==> config.mk <==
export PLATFORM = sky130hd
export DESIGN_NAME = reg_file_wr_arbiter_flat
export DESIGN_NICKNAME = d
export VERILOG_FILES = /design/src/rtl/reg_file_wr_arbiter_if.sv /design/src/rtl/reg_file_wr_arbiter.sv /design/src/flat_wrapper.sv
export SDC_FILE = /design/constraint.sdc
export NUM_CORES = 1
export LEC_CHECK = 0
export CAP_MARGIN = 20
export CORE_MARGIN = 2
export CORE_UTILIZATION = 40
export CTS_CLUSTER_DIAMETER = 30
export DETAILED_ROUTE_END_ITERATION = 8
export PLACE_DENSITY = 0.79
export SETUP_SLACK_MARGIN = 0.1
export SLEW_MARGIN = 5
export SYNTH_ARGS = -nofsm -noshare
export SYNTH_HDL_FRONTEND = slang
export SYNTH_SLANG_ARGS = --single-unit
==> constraint.sdc <==
create_clock -name clk -period 2.2 [get_ports clk]
set_input_delay 0.44 -clock clk [delete_from_list [all_inputs] [get_ports clk]]
set_output_delay 0.44 -clock clk [all_outputs]
set_load 0.01 [all_outputs]
==> src/rtl/reg_file_wr_arbiter_if.sv <==
// Requester and register-file write bundle shared by the
// two-port write arbiter and its environment.
interface reg_file_wr_arbiter_if;
    logic       req0_valid;
    logic       req0_lock;
    logic [1:0] req0_addr;
    logic [8:0] req0_data;
    logic       req0_ready;
    logic       req1_valid;
    logic       req1_lock;
    logic [1:0] req1_addr;
    logic [8:0] req1_data;
    logic       req1_ready;
    logic       wr_en;
    logic [1:0] wr_addr;
    logic [8:0] wr_data;
    logic       gnt_id;

    modport master (
        output req0_valid, req0_lock, req0_addr, req0_data,
        output req1_valid, req1_lock, req1_addr, req1_data,
        input  req0_ready, req1_ready,
        input  wr_en, wr_addr, wr_data, gnt_id
    );

    modport slave (
        input  req0_valid, req0_lock, req0_addr, req0_data,
        input  req1_valid, req1_lock, req1_addr, req1_data,
        output req0_ready, req1_ready,
        output wr_en, wr_addr, wr_data, gnt_id
    );
endinterface

==> src/rtl/reg_file_wr_arbiter.sv <==
// Round-robin write-port arbiter with bounded burst lock,
// driving a registered one-cycle write strobe.
module reg_file_wr_arbiter #(
    parameter int unsigned MAX_BURST = 4
) (
    input logic                  clk,
    input logic                  rst_n,
    reg_file_wr_arbiter_if.slave bus
);
    localparam logic [1:0] IDLE  = 2'd0;
    localparam logic [1:0] LOCK0 = 2'd1;
    localparam logic [1:0] LOCK1 = 2'd2;
    localparam logic [3:0] BURST = 4'(MAX_BURST);
    localparam bit LOCK_EN = (MAX_BURST > 1);

    logic [1:0] state, state_nxt;
    logic       prio, prio_nxt;
    logic [3:0] cnt, cnt_nxt;
    logic       gnt0, gnt1;
    logic       accept;
    logic       win;
    logic       win_lock;
    logic [1:0] win_addr;
    logic [8:0] win_data;
    logic       in_lock;

    assign in_lock = (state == LOCK0) || (state == LOCK1);

    always_comb begin
        gnt0 = 1'b0;
        gnt1 = 1'b0;
        case (state)
            LOCK0: gnt0 = bus.req0_valid;
            LOCK1: gnt1 = bus.req1_valid;
            default: begin
                gnt0 = bus.req0_valid &&
                       (!bus.req1_valid || !prio);
                gnt1 = bus.req1_valid &&
                       (!bus.req0_valid || prio);
            end
        endcase
        // Nothing may be accepted while held in reset.
        if (!rst_n) begin
            gnt0 = 1'b0;
            gnt1 = 1'b0;
        end
    end

    assign bus.req0_ready = gnt0;
    assign bus.req1_ready = gnt1;
    assign accept = gnt0 | gnt1;
    assign win    = gnt1;

    always_comb begin
        win_lock = bus.req0_lock;
        win_addr = bus.req0_addr;
        win_data = bus.req0_data;
        unique case (1'b1)
            gnt1: begin
                win_lock = bus.req1_lock;
                win_addr = bus.req1_addr;
                win_data = bus.req1_data;
            end
            default: ;
        endcase
    end

    always_comb begin
        state_nxt = state;
        prio_nxt  = prio;
        cnt_nxt   = cnt;
        unique case (1'b1)
            in_lock: begin
                if (accept && win_lock &&
                    (cnt + 4'd1) != BURST) begin
                    cnt_nxt = cnt + 4'd1;
                end else begin
                    state_nxt = IDLE;
                    cnt_nxt   = 4'd0;
                end
            end
            default: begin
                state_nxt = IDLE;
                cnt_nxt   = 4'd0;
                if (accept) begin
                    prio_nxt = ~win;
                    if (win_lock && LOCK_EN) begin
                        state_nxt = win ? LOCK1 : LOCK0;
                        cnt_nxt   = 4'd1;
                    end
                end
            end
        endcase
    end

    always_ff @(posedge clk or negedge rst_n) begin
        if (!rst_n) begin
            state <= IDLE;
            prio  <= 1'b0;
            cnt   <= 4'd0;
        end else begin
            state <= state_nxt;
            prio  <= prio_nxt;
            cnt   <= cnt_nxt;
        end
    end

    always_ff @(posedge clk or negedge rst_n) begin
        if (!rst_n) begin
            bus.wr_en   <= 1'b0;
            bus.wr_addr <= 2'd0;
            bus.wr_data <= 9'd0;
            bus.gnt_id  <= 1'b0;
        end else begin
            bus.wr_en <= accept;
            if (accept) begin
                bus.wr_addr <= win_addr;
                bus.wr_data <= win_data;
                bus.gnt_id  <= win;
            end
        end
    end
endmodule

==> src/flat_wrapper.sv <==
// flat-port wrapper written by rule: the top's interface ports become plain ports
module reg_file_wr_arbiter_flat 
#(
    parameter int unsigned MAX_BURST = 4
)
  (clk, rst_n, bus_req0_valid, bus_req0_lock, bus_req0_addr, bus_req0_data, bus_req1_valid, bus_req1_lock, bus_req1_addr, bus_req1_data, bus_req0_ready, bus_req1_ready, bus_wr_en, bus_wr_addr, bus_wr_data, bus_gnt_id);
  reg_file_wr_arbiter_if bus_i ();
  input logic clk;
  input logic rst_n;
  input wire logic [$bits(bus_i.req0_valid)-1:0] bus_req0_valid;
  input wire logic [$bits(bus_i.req0_lock)-1:0] bus_req0_lock;
  input wire logic [$bits(bus_i.req0_addr)-1:0] bus_req0_addr;
  input wire logic [$bits(bus_i.req0_data)-1:0] bus_req0_data;
  input wire logic [$bits(bus_i.req1_valid)-1:0] bus_req1_valid;
  input wire logic [$bits(bus_i.req1_lock)-1:0] bus_req1_lock;
  input wire logic [$bits(bus_i.req1_addr)-1:0] bus_req1_addr;
  input wire logic [$bits(bus_i.req1_data)-1:0] bus_req1_data;
  output wire logic [$bits(bus_i.req0_ready)-1:0] bus_req0_ready;
  output wire logic [$bits(bus_i.req1_ready)-1:0] bus_req1_ready;
  output wire logic [$bits(bus_i.wr_en)-1:0] bus_wr_en;
  output wire logic [$bits(bus_i.wr_addr)-1:0] bus_wr_addr;
  output wire logic [$bits(bus_i.wr_data)-1:0] bus_wr_data;
  output wire logic [$bits(bus_i.gnt_id)-1:0] bus_gnt_id;
  assign bus_i.req0_valid = bus_req0_valid;
  assign bus_i.req0_lock = bus_req0_lock;
  assign bus_i.req0_addr = bus_req0_addr;
  assign bus_i.req0_data = bus_req0_data;
  assign bus_i.req1_valid = bus_req1_valid;
  assign bus_i.req1_lock = bus_req1_lock;
  assign bus_i.req1_addr = bus_req1_addr;
  assign bus_i.req1_data = bus_req1_data;
  assign bus_req0_ready = bus_i.req0_ready;
  assign bus_req1_ready = bus_i.req1_ready;
  assign bus_wr_en = bus_i.wr_en;
  assign bus_wr_addr = bus_i.wr_addr;
  assign bus_wr_data = bus_i.wr_data;
  assign bus_gnt_id = bus_i.gnt_id;
  reg_file_wr_arbiter #(.MAX_BURST(MAX_BURST)) u_core (.clk(clk), .rst_n(rst_n), .bus(bus_i));
endmodule
======== Word level (Yosys, flattened, before mapping) ========
Cells that the tools add are included.
word-level totals
  register bits after elaboration ......... 20
  output and inout bits ................... 15
  logic and storage cells ................. 42
operators by class
  add/subtract/negate cells ............... 1
  eq/ne operators ......................... 4
  muxes and demuxes ....................... 16
  bitwise logic cells ..................... 3
  reduce and logical (&&, ||, !) cells .... 11
operators by type and width
  cell                                                                     count
  2-bit two-way mux                                                        6
  4-bit two-way mux                                                        3
  9-bit two-way mux                                                        1
  4-bit by 1-bit adder with 4-bit output, second input constant            1
  1-bit logical AND                                                        4
  1-bit two-way mux                                                        4
  4-bit by 3-bit inequality test with 1-bit output, second input constant  1
  1-bit one-hot mux with 2 select lines                                    2
  1-bit zero test                                                          3
  1-bit logical OR                                                         3
  2-bit by 1-bit == test with 1-bit output, second input constant          1
  2-bit == test, second input constant                                     1
  2-bit inequality test, second input constant                             1
  1-bit inverter                                                           2
  2-bit AND reduction                                                      1
  1-bit bitwise OR                                                         1

======== Longest topological paths before layout ========
Gate-level depths: netlist of run 1.
  depth after elaboration ................. 10
  mapped depth ............................ 8
  depth with buffers taken out ............ 6

======== Worst setup path before layout of run 1 ========
OpenSTA, ideal clock, no wires.
  path type ............................... reg-to-output
  start point ............................. register u_core.state[0]
  end point ............................... output port bus_req1_ready
  arrival time ............................ 1397 ps
  data required time ...................... 1760 ps
  setup slack ............................. 363 ps
  cell stages (with the launch flop) ...... 7
  cell sequence ........................... dfrtp_1 inv_1 ha_1 buf_6 and3b_4 nor2_8 buf_2
between the ends
  cells in the longest elaborated chain, start to end .. 3
  elaborated cells on any way between the ends .. 4
  classes of those cells .................. 2 x eq/ne; 2 x mux
RTL lines
  what                                                                       line                        text
  start, declared                                                            reg_file_wr_arbiter.sv:16   logic [1:0] state, state_nxt;
  start signal, assigned                                                     reg_file_wr_arbiter.sv:102  state <= state_nxt;
  2-bit == test or 2-bit by 1-bit == test with 1-bit output (tied branches)  reg_file_wr_arbiter.sv:32   case (state)
  1-bit one-hot mux with 2 select lines *                                    reg_file_wr_arbiter.sv:32
  1-bit two-way mux *                                                        reg_file_wr_arbiter.sv:43   if (!rst_n) begin
  end, declared                                                              flat_wrapper.sv:19          output wire logic [$bits(bus_i.req1_ready)-1:0] bus_req1_ready;
Mark *: on every way between the ends. The rest lies on a longest branch, timed or not.

======== Worst setup path after layout of run 1 ========
  start point ............................. register u_core.state[0]
  end point ............................... register u_core.state[0]
between the ends
  cells in the longest elaborated chain, start to end .. 7
  elaborated cells on any way between the ends .. 16
  classes of those cells .................. 3 x eq/ne; 9 x mux; 1 x bitwise; 3 x reduce/logical
RTL lines
  what                                                                       line                                                  text
  2-bit == test or 2-bit by 1-bit == test with 1-bit output (tied branches)  reg_file_wr_arbiter.sv:27, reg_file_wr_arbiter.sv:32
  1-bit one-hot mux with 2 select lines                                      reg_file_wr_arbiter.sv:32
  1-bit two-way mux                                                          reg_file_wr_arbiter.sv:43
  2-bit two-way mux, or another cell as far along                            reg_file_wr_arbiter.sv:88                             state_nxt = win ? LOCK1 : LOCK0;
  2-bit two-way mux or 1-bit logical AND (tied branches)                     reg_file_wr_arbiter.sv:87, reg_file_wr_arbiter.sv:74
  2-bit two-way mux or 1-bit logical AND (tied branches)                     reg_file_wr_arbiter.sv:85, reg_file_wr_arbiter.sv:74
  2-bit two-way mux or 2-bit inequality test (tied branches)                 -
Several ways; a longest one is shown, not always the timed one.
A chain may end at the register's enable or synchronous reset.

==> flow_metrics.py, run 1 <==
metrics = {
    "power": {
        "switchingPower_mw": 0.410,
        "power.share.clock_pct": 23.1,
        "pwr-share-comb_pct": 38.5,
        "leakagePower_nw": 0.674,
        "power_mw": 1.36,
        "power.internal_mw": 0.948,
        "seq_power_share_pct": 38.4,
        "power_density_nw_per_um2": 820,
        "ir_drop_mv": 0.486,
        "p_sw_share_pct": 30.2,
    },
    "setup_path": {
        "arrival_ns": 2.15,
        "crit_chain": "inv_2 > ha_4 > and3b_4 > nor2_8 > buf_4 > mux2i_4 > o32ai_2",
        "slowest_stage": "dfrtp_1",
        "cp.required_ns": 2.39,
        "cp-start-kind": "flop",
        "criticalPathCategory": "flop to flop",
        "reg2reg_slack_ns": 0.24,
        "cp-end-kind": "flop",
        "slowest_delay_ns": 0.42,
        "critical_path.max_fanout": 26,
    },
    "worst_hold_path": {
        "min_path_type": "primary input to async pin",
    },
    "grt": {
        "overflow": 0,
        "grt_pass1_vias": 968,
        "grt_max_degree": 27,
        "grt_usage_pct": 19.0,
        "grt_pass1_wl_um": 4690,
        "antenna_found_initial": 0,
    },
    "placed_design": {
        "dp_slack_ns": -0.161,
        "port_buffers": 42,
        "place_congestion": 0.799,
        "hpwl_um": 2010,
    },
    "job": {
        "cap_violations": 0,
    },
    "die": {
        "io_pins": 43,
        "die_area_sq_um": 3160,
        "die_height_um": 56.2,
        "core_area_sq_um": 2520,
        "die_x_um": 56.2,
        "start_util_pct": 43.2,
        "num_rows": 18,
    },
    "synthesis": {
        "synth_area_per_cell_sq_um": 11.5,
        "syn-cell-area_sq_um": 1090,
        "synth_seq_cells": 20,
        "syn_inst": 95,
        "yosys_most_used_dff": "dfrtp_1",
        "yosysUniqueCellTypes": 34,
        "yosysTopAreaCell": "dfrtp_1",
        "synth_fp_nets": 127,
        "synth_top_cell_area_share_pct": 45.9,
        "ys_warn_count": 0,
        "synth_edf_count": 0,
        "async_reset_ff_share_pct": 100,
        "yosysSeqAreaShare_pct": 45.9,
        "synthTopCellsByArea": "dfrtp_1, mux2i_1, o21ai_0, ha_1, nand2_1",
    },
    "timing": {
        "hold_ws_ns": 0.362,
        "finClkSkew_ns": 0.0217,
        "slew_headroom_pct": 81.0,
        "finalMaxSlewViolations": 0,
        "worst_pin_slew_ns": 0.279,
        "hold_viol_final": 0,
        "min_period_ns": 1.96,
        "finalCritPeriodShare_pct": 89.1,
        "fmax_mhz": 510,
        "worst_slack_ns": 0.241,
        "setup_viol": 0,
        "grt_setup_unrepaired": "false",
    },
    "layout": {
        "area_growth_pct": 52.0,
        "drive_above_1_share_pct": 20.4,
        "num_antenna_cells": 0,
        "nets": 180,
        "post-route-util_pct": 65.7,
        "multiInputGateArea_sq_um": 559,
        "fillers": 216,
        "seqCellArea_sq_um": 500,
    },
    "clocking": {
        "cts_tree": "done",
        "numClockSinks": 20,
        "clockBufferDepth": 2,
        "insertion_delay_ns": 0.32,
        "htree_levels": 1,
        "clkTransAtPathRegs_ns": 0.14,
        "cts_hold_buffers": 0,
        "root_buffer": "clkbuf_4",
        "cts_buffers": 3,
    },
    "drt": {
        "drc": 0,
        "ant_nets": 0,
        "vias": 913,
        "wl_per_cell_um": 14.7,
        "wl_um": 2610,
        "drtIter0Drc": 29,
        "drt-vias-per-instance": 5.16,
        "first_pass_iters": 4,
    },
    "run_status": {
        "status": "completed",
    },
}
per-layer routing:
metal	global-route usage [%]	vias to the layer above	part of all wire [%]	routed length (um)
li1	-	439	-	-
met1	22.4	442	42	1100
met2	33.3	26	51	1340
met3	3.72	6	4.1	108
met4	8.16	0	2.2	58
met5	0	-	0	0
power groups by stage:
stage	clock [mW]	sequential, mW	combinational, mW
floorplan	0	0.564	0.195
global placement	0	0.521	0.506
detailed placement	0	0.530	0.518
CTS	0.314	0.522	0.529
global route	0.326	0.538	0.566
finish	0.314	0.521	0.523
state kept, by name (all words and copies together) (netlist names):
name	flops
u_core.bus.gnt_id	1
u_core.bus.wr_addr	2
u_core.bus.wr_data	9
u_core.bus.wr_en	1
u_core.cnt	4
u_core.prio	1
u_core.state	2
through the flow:
step / setup TNS, ns / std cells / area (sq um)
global route: 0 / 177 / 1660
floorplan: 0 / 95 / 1090
CTS: 0 / 177 / 1660
detailed placement: -0.546 / 172 / 1580
finish: 0 / 177 / 1660
global placement: -0.307 / 172 / 1580
synth_stat cells, types with 2 or more instances:
library cell  number
inv_1              6
dfrtp_1           20
o21ai_0           11
ha_1               4
nand3_1            2
nor3_1             2
nand2_1           12
buf_6              2
mux2i_1           11
cell type report:
cell class | instances | area share [%]
Multi-Input combinational cell | 65 | 33.8
Inverter | 6 | 1.36
Clock buffer | 3 | 1.36
Timing Repair Buffer | 52 | 29.2
Tap cell | 30 | 2.27
Clock inverter | 1 | 1.81
Sequential cell | 20 | 30.2
worst max-delay path: cells and delay by family (launching register included):
kind | cells | cell delay (ns)
fa+ha+maj | 1 | 0.23
simple gates | 2 | 0.32
buf+inv | 2 | 0.36
mux | 1 | 0.38
flops | 1 | 0.42
compound gates | 1 | 0.13
kinds of logic (layout without fill, tap and decap cells):
group | after synthesis | count (layout) | synth area share [%]
adders and majority gates | 4 | 4 | 4.59
and+or+nand+nor | 25 | 25 | 14.0
xor gates and xnor gates | 2 | 2 | 1.61
DFF | 20 | 20 | 45.9
AOI/OAI and AO/OA | 22 | 22 | 16.8
muxes | 12 | 12 | 12.2
buffers and inverters | 10 | 62 | 4.94
what timing repair did:
item                                    CTS  global route
gates resized for setup                   7             5
hold endpoints to repair                  0             0
pin swaps                                 1             1
endpoints found under the setup margin    3             2
setup buffers                             1             0
cell usage in the layout, fill, tap and decap left out, types with 3 or more instances in the layout:
master            n
buf_4            10
mux2i_1          11
nand2_1          12
dfrtp_1          20
clkdlybuf4s50_1  39
o21ai_0          11
inv_1             5
clkbuf_4          3
worst paths after layout:
kind | from | to | cells after the start
max in group asynchronous | rst_n | u_core.bus.wr_en | 2
worst min-delay path | rst_n | u_core.bus.wr_data[1] | 2
worst max register to register | u_core.state[0] | u_core.state[0] | 7
min in group clk | u_core.bus.gnt_id | u_core.bus.gnt_id | 2
worst max-delay path | u_core.state[0] | u_core.state[0] | 7
worst min register to register | u_core.bus.gnt_id | u_core.bus.gnt_id | 2
Power figures use the tool's default switching activity.
==> run 2, diff against run 1 <==
--- a/config.mk
+++ b/config.mk
@@ -10,6 +10,7 @@
 export CORE_UTILIZATION = 40
 export CTS_CLUSTER_DIAMETER = 30
 export DETAILED_ROUTE_END_ITERATION = 8
+export HOLD_SLACK_MARGIN = 0.05
 export PLACE_DENSITY = 0.79
 export SETUP_SLACK_MARGIN = 0.1
 export SLEW_MARGIN = 5
==> constraint.sdc (replaced) <==
create_clock -name clk -period 2.4 [get_ports clk]
set_input_delay 0.48 -clock clk [delete_from_list [all_inputs] [get_ports clk]]
set_output_delay 0.48 -clock clk [all_outputs]
set_load 0.05 [all_outputs]
==> flow_metrics.py, run 2 (synthesized netlist as in run 1, its figures left out) <==
metrics = {
    "timing": {
        "setup_viol": 0,
        "min_period_ns": 2.16,
        "worst_pin_slew_ns": 0.512,
        "finalCritPeriodShare_pct": 90.0,
        "setup_tns_ns": 0,
        "hold_viol_final": 0,
        "finClkSkew_ns": 0.00301,
        "finalMaxSlewViolations": 0,
        "fmax_mhz": 463,
        "slew_headroom_pct": 65.7,
        "grt_setup_unrepaired": "false",
    },
    "grt": {
        "grt_pass1_wl_um": 4430,
        "grt_usage_pct": 17.9,
        "overflow": 0,
        "antenna_found_initial": 0,
        "grt_max_degree": 24,
        "grt_pass1_vias": 923,
    },
    "clocking": {
        "insertion_delay_ns": 0.30,
        "cts_tree": "done",
        "root_buffer": "clkbuf_4",
        "cts_buffers": 3,
        "htree_levels": 1,
        "numClockSinks": 20,
        "clockBufferDepth": 2,
        "clkTransAtPathRegs_ns": 0.12,
        "cts_hold_buffers": 0,
    },
    "layout": {
        "post-route-util_pct": 64.3,
        "largest_reg_flops": 9,
        "num_antenna_cells": 0,
        "drive_above_1_share_pct": 16.2,
        "top_regs": "u_core.bus.wr_data (9), u_core.cnt (4)",
        "area_growth_pct": 48.9,
        "nets": 175,
        "max_flop_register": "u_core.bus.wr_data",
        "stdcell_count": 172,
        "final_cell_mix": "clkdlybuf4s50_1, dfrtp_1, nand2_1, mux2i_1, o21ai_0",
        "fillers": 216,
        "final_common_cell": "clkdlybuf4s50_1",
    },
    "job": {
        "cap_violations": 0,
    },
    "setup_path": {
        "arrival_ns": 1.68,
        "critical_path.max_fanout": 10,
        "criticalPathCategory": "flop to output port",
        "cp-end-kind": "output port",
        "cp.required_ns": 1.92,
        "reg2reg_slack_ns": 0.51,
        "cp-start-kind": "flop",
    },
    "placed_design": {
        "hpwl_um": 2070,
        "port_buffers": 42,
        "dpl.cell_count": 168,
        "place_congestion": 0.826,
    },
    "die": {
        "start_util_pct": 43.2,
        "core_area_sq_um": 2520,
        "num_rows": 18,
        "die_height_um": 56.2,
        "die_area_sq_um": 3160,
        "die_x_um": 56.2,
        "io_pins": 43,
    },
    "drt": {
        "ant_nets": 0,
        "first_pass_iters": 4,
        "drc": 0,
        "drt-vias-per-instance": 4.97,
        "drtIter0Drc": 18,
        "wl_per_cell_um": 15.0,
        "vias": 854,
        "wl_um": 2590,
    },
    "worst_hold_path": {
        "min_path_type": "flop to flop",
    },
    "power": {
        "ir_drop_mv": 0.597,
        "leakagePower_nw": 0.653,
        "power_density_nw_per_um2": 863,
    },
    "run_status": {
        "status": "completed",
    },
}
[run 2: cell types whose count changed in the layout (fill, tap and decap cells not counted), sizes merged]
| cell | change |
|---|---|
| dlygate4sd2 | -1 |
| clkbuf | -1 |
| clkdlybuf4s50 | +1 |
| buf | -3 |
| bufinv | -1 |
[run 2: per-layer routing]
metal / routed length, um / GRT usage [%]
met5: 0 / 0
met4: 19 / 6.12
met1: 1070 / 20.8
met3: 97 / 2.09
met2: 1400 / 33.4
[run 2: cell type report]
type,instances,area [sq um],area share [%]
multi-input combinational,65,548,33.8
clock buffer,4,36.3,2.24
tap,30,37.5,2.31
timing repair buffer,47,478,29.5
sequential,20,500,30.8
inverter,6,22.5,1.39
[run 2: what timing repair did]
item	4_1_cts	5_1_grt
endpoints found under the setup margin	2	2
buffers inserted	0	0
resized for setup	1	1
gates cloned	0	0
[run 2: path summary, 6_finish.rpt]
kind | startpoint | to | depth (start not counted)
setup / recovery | u_core.state[0] | bus_req1_ready | 5
hold / removal | u_core.bus.gnt_id | u_core.bus.gnt_id | 2
hold reg to reg | u_core.bus.gnt_id | u_core.bus.gnt_id | 2
setup reg to reg | u_core.state[0] | u_core.state[0] | 6
min in group asynchronous | rst_n | u_core.bus.gnt_id | 2
max in group asynchronous | rst_n | u_core.bus.wr_addr[1] | 2
[run 2: where the power goes]
part | switching (mW) | total, mW | internal (mW) | leakage [nW]
sequential | 0.0518 | 0.475 | 0.423 | 0.252
clock | 0.105 | 0.198 | 0.0925 | 0.0210
combinational | 0.451 | 0.728 | 0.277 | 0.380
[run 2: through the flow]
step / cell area (sq um) / hold WS (ns) / power, mW / setup WS (ns)
after floorplan: 1090 / 0.184 / 0.939 / 0.392
after detailed placement: 1570 / 0.545 / 1.21 / 0.292
after global routing: 1620 / 0.610 / 1.47 / 0.166
after global placement: 1570 / 0.540 / 1.19 / 0.319
after CTS: 1610 / 0.563 / 1.41 / 0.143
final: 1620 / 0.556 / 1.40 / 0.241
[run 2: critical path, stage by stage, from the launching register on]
cell     delay (ns)
dfrtp_1        0.42
inv_1          0.14
ha_4           0.27
and3b_4        0.23
nor2_8         0.17
buf_12         0.15
==> run 3, diff against run 2 <==
--- a/config.mk
+++ b/config.mk
@@ -11,7 +11,7 @@
 export CTS_CLUSTER_DIAMETER = 30
 export DETAILED_ROUTE_END_ITERATION = 8
 export HOLD_SLACK_MARGIN = 0.05
-export PLACE_DENSITY = 0.79
+export PLACE_DENSITY_LB_ADDON = 0.05
 export SETUP_SLACK_MARGIN = 0.1
 export SLEW_MARGIN = 5
 export SYNTH_ARGS = -nofsm -noshare
==> flow_metrics.py, run 3 (synthesized netlist as in run 1, its figures left out) <==
metrics = {
    "run_status": {
        "status": "completed",
    },
    "grt": {
        "antenna_found_initial": 0,
        "grt_pass1_vias": 907,
        "grt_max_degree": 14,
        "overflow": 0,
        "grt_pass1_wl_um": 4040,
        "grt_usage_pct": 16.0,
    },
    "timing": {
        "min_period_ns": 2.16,
        "worst_pin_slew_ns": 0.510,
        "setup_tns_ns": 0,
        "hold_viol_final": 0,
        "finalMaxSlewViolations": 0,
        "setup_viol": 0,
        "worst_slack_ns": 0.245,
        "grt_setup_unrepaired": "false",
        "finalCritPeriodShare_pct": 89.8,
        "finClkSkew_ns": 0.00627,
        "slew_headroom_pct": 65.9,
        "fmax_mhz": 464,
    },
    "clocking": {
        "htree_levels": 1,
        "cts_tree": "done",
        "clockBufferDepth": 2,
        "insertion_delay_ns": 0.29,
        "cts_hold_buffers": 0,
        "numClockSinks": 20,
        "cts_buffers": 3,
        "root_buffer": "clkbuf_4",
        "clkTransAtPathRegs_ns": 0.12,
    },
    "power": {
        "power_density_nw_per_um2": 855,
        "ir_drop_mv": 0.659,
        "leakagePower_nw": 0.663,
        "power_mw": 1.40,
    },
    "die": {
        "die_height_um": 56.2,
        "die_x_um": 56.2,
        "start_util_pct": 43.2,
        "die_area_sq_um": 3160,
        "core_area_sq_um": 2520,
        "io_pins": 43,
        "num_rows": 18,
    },
    "layout": {
        "drive_above_1_share_pct": 17.4,
        "largest_reg_flops": 9,
        "final_common_cell": "clkdlybuf4s50_1",
        "nets": 177,
        "fillers": 212,
        "final_cell_mix": "clkdlybuf4s50_1, dfrtp_1, nand2_1, mux2i_1, o21ai_0",
        "multiInputGateArea_sq_um": 548,
        "top_regs": "u_core.bus.wr_data (9), u_core.cnt (4)",
        "max_flop_register": "u_core.bus.wr_data",
        "area_growth_pct": 50.3,
        "num_antenna_cells": 0,
        "seqCellArea_sq_um": 500,
    },
    "setup_path": {
        "critical_path.max_fanout": 10,
        "cp.required_ns": 1.92,
        "arrival_ns": 1.68,
        "cp-end-kind": "output port",
        "cp-start-kind": "flop",
        "reg2reg_slack_ns": 0.45,
        "criticalPathCategory": "flop to output port",
    },
    "drt": {
        "wl_um": 2420,
        "drt-vias-per-instance": 5.01,
        "ant_nets": 0,
        "wl_per_cell_um": 13.9,
        "drtIter0Drc": 21,
        "vias": 872,
        "drc": 0,
        "first_pass_iters": 3,
    },
    "placed_design": {
        "port_buffers": 42,
        "place_congestion": 0.747,
        "dp_slack_ns": 0.192,
        "hpwl_um": 1900,
    },
    "job": {
        "cap_violations": 0,
    },
    "worst_hold_path": {
        "min_path_type": "flop to flop",
    },
}
## run 3: changes by cell type in the layout (fill, tap and decap cells not counted), sizes merged
cell	before	now
buf	7	9
## run 3: per-layer routing
metal / track usage [%] / up-vias / wire [um]
met3: 3.95 / 0 / 151
met4: 3.06 / 0 / 0
li1: - / 437 / -
met2: 28.1 / 27 / 1160
met1: 19.9 / 408 / 1110
met5: 0 / - / 0
## run 3: layout make-up
class / instances / area share [%]
multi-input cells: 65 / 33.5
flip-flops and latches: 20 / 30.6
repair buffers: 49 / 30.1
well taps: 30 / 2.29
clock buffers: 4 / 2.22
inverters: 6 / 1.38
## run 3: final timing paths
| path | startpoint | end | cells after the start |
|---|---|---|---|
| max | u_core.state[0] | bus_req1_ready | 5 |
| min | u_core.bus.gnt_id | u_core.bus.gnt_id | 2 |
| max reg2reg | u_core.state[0] | u_core.bus.wr_addr[0] | 8 |
| min reg2reg | u_core.bus.gnt_id | u_core.bus.gnt_id | 2 |
| max in group asynchronous | rst_n | u_core.bus.wr_data[2] | 2 |
| min in group asynchronous | rst_n | u_core.state[0] | 2 |
## run 3: timing repair
| item | CTS | global route |
|---|---|---|
| setup buffers | 0 | 2 |
| resized for setup | 1 | 1 |
| setup endpoints to repair | 2 | 2 |
| pin swaps | 0 | 0 |
## run 3: worst max-delay path: stages (launching register included)
cell     delay [ns]
dfrtp_1        0.40
inv_1          0.13
ha_4           0.27
and3b_4        0.23
nor2_8         0.18
buf_12         0.16
## run 3: where the power goes
part,switching [mW],internal [mW]
combinational,0.447,0.282
clock,0.103,0.0923
sequential,0.0529,0.423
total,0.603,0.798
## run 3: stage by stage
stage | instance area [sq um] | hold WS [ns] | utilization [%] | instances
floorplan | 1090 | 0.184 | - | 95
global placement | 1570 | 0.536 | 62.4 | 168
detailed placement | 1570 | 0.546 | 62.4 | 168
CTS | 1610 | 0.562 | 63.9 | 172
global route | 1640 | 0.597 | 64.9 | 174
finish | 1640 | 0.555 | 64.9 | 174
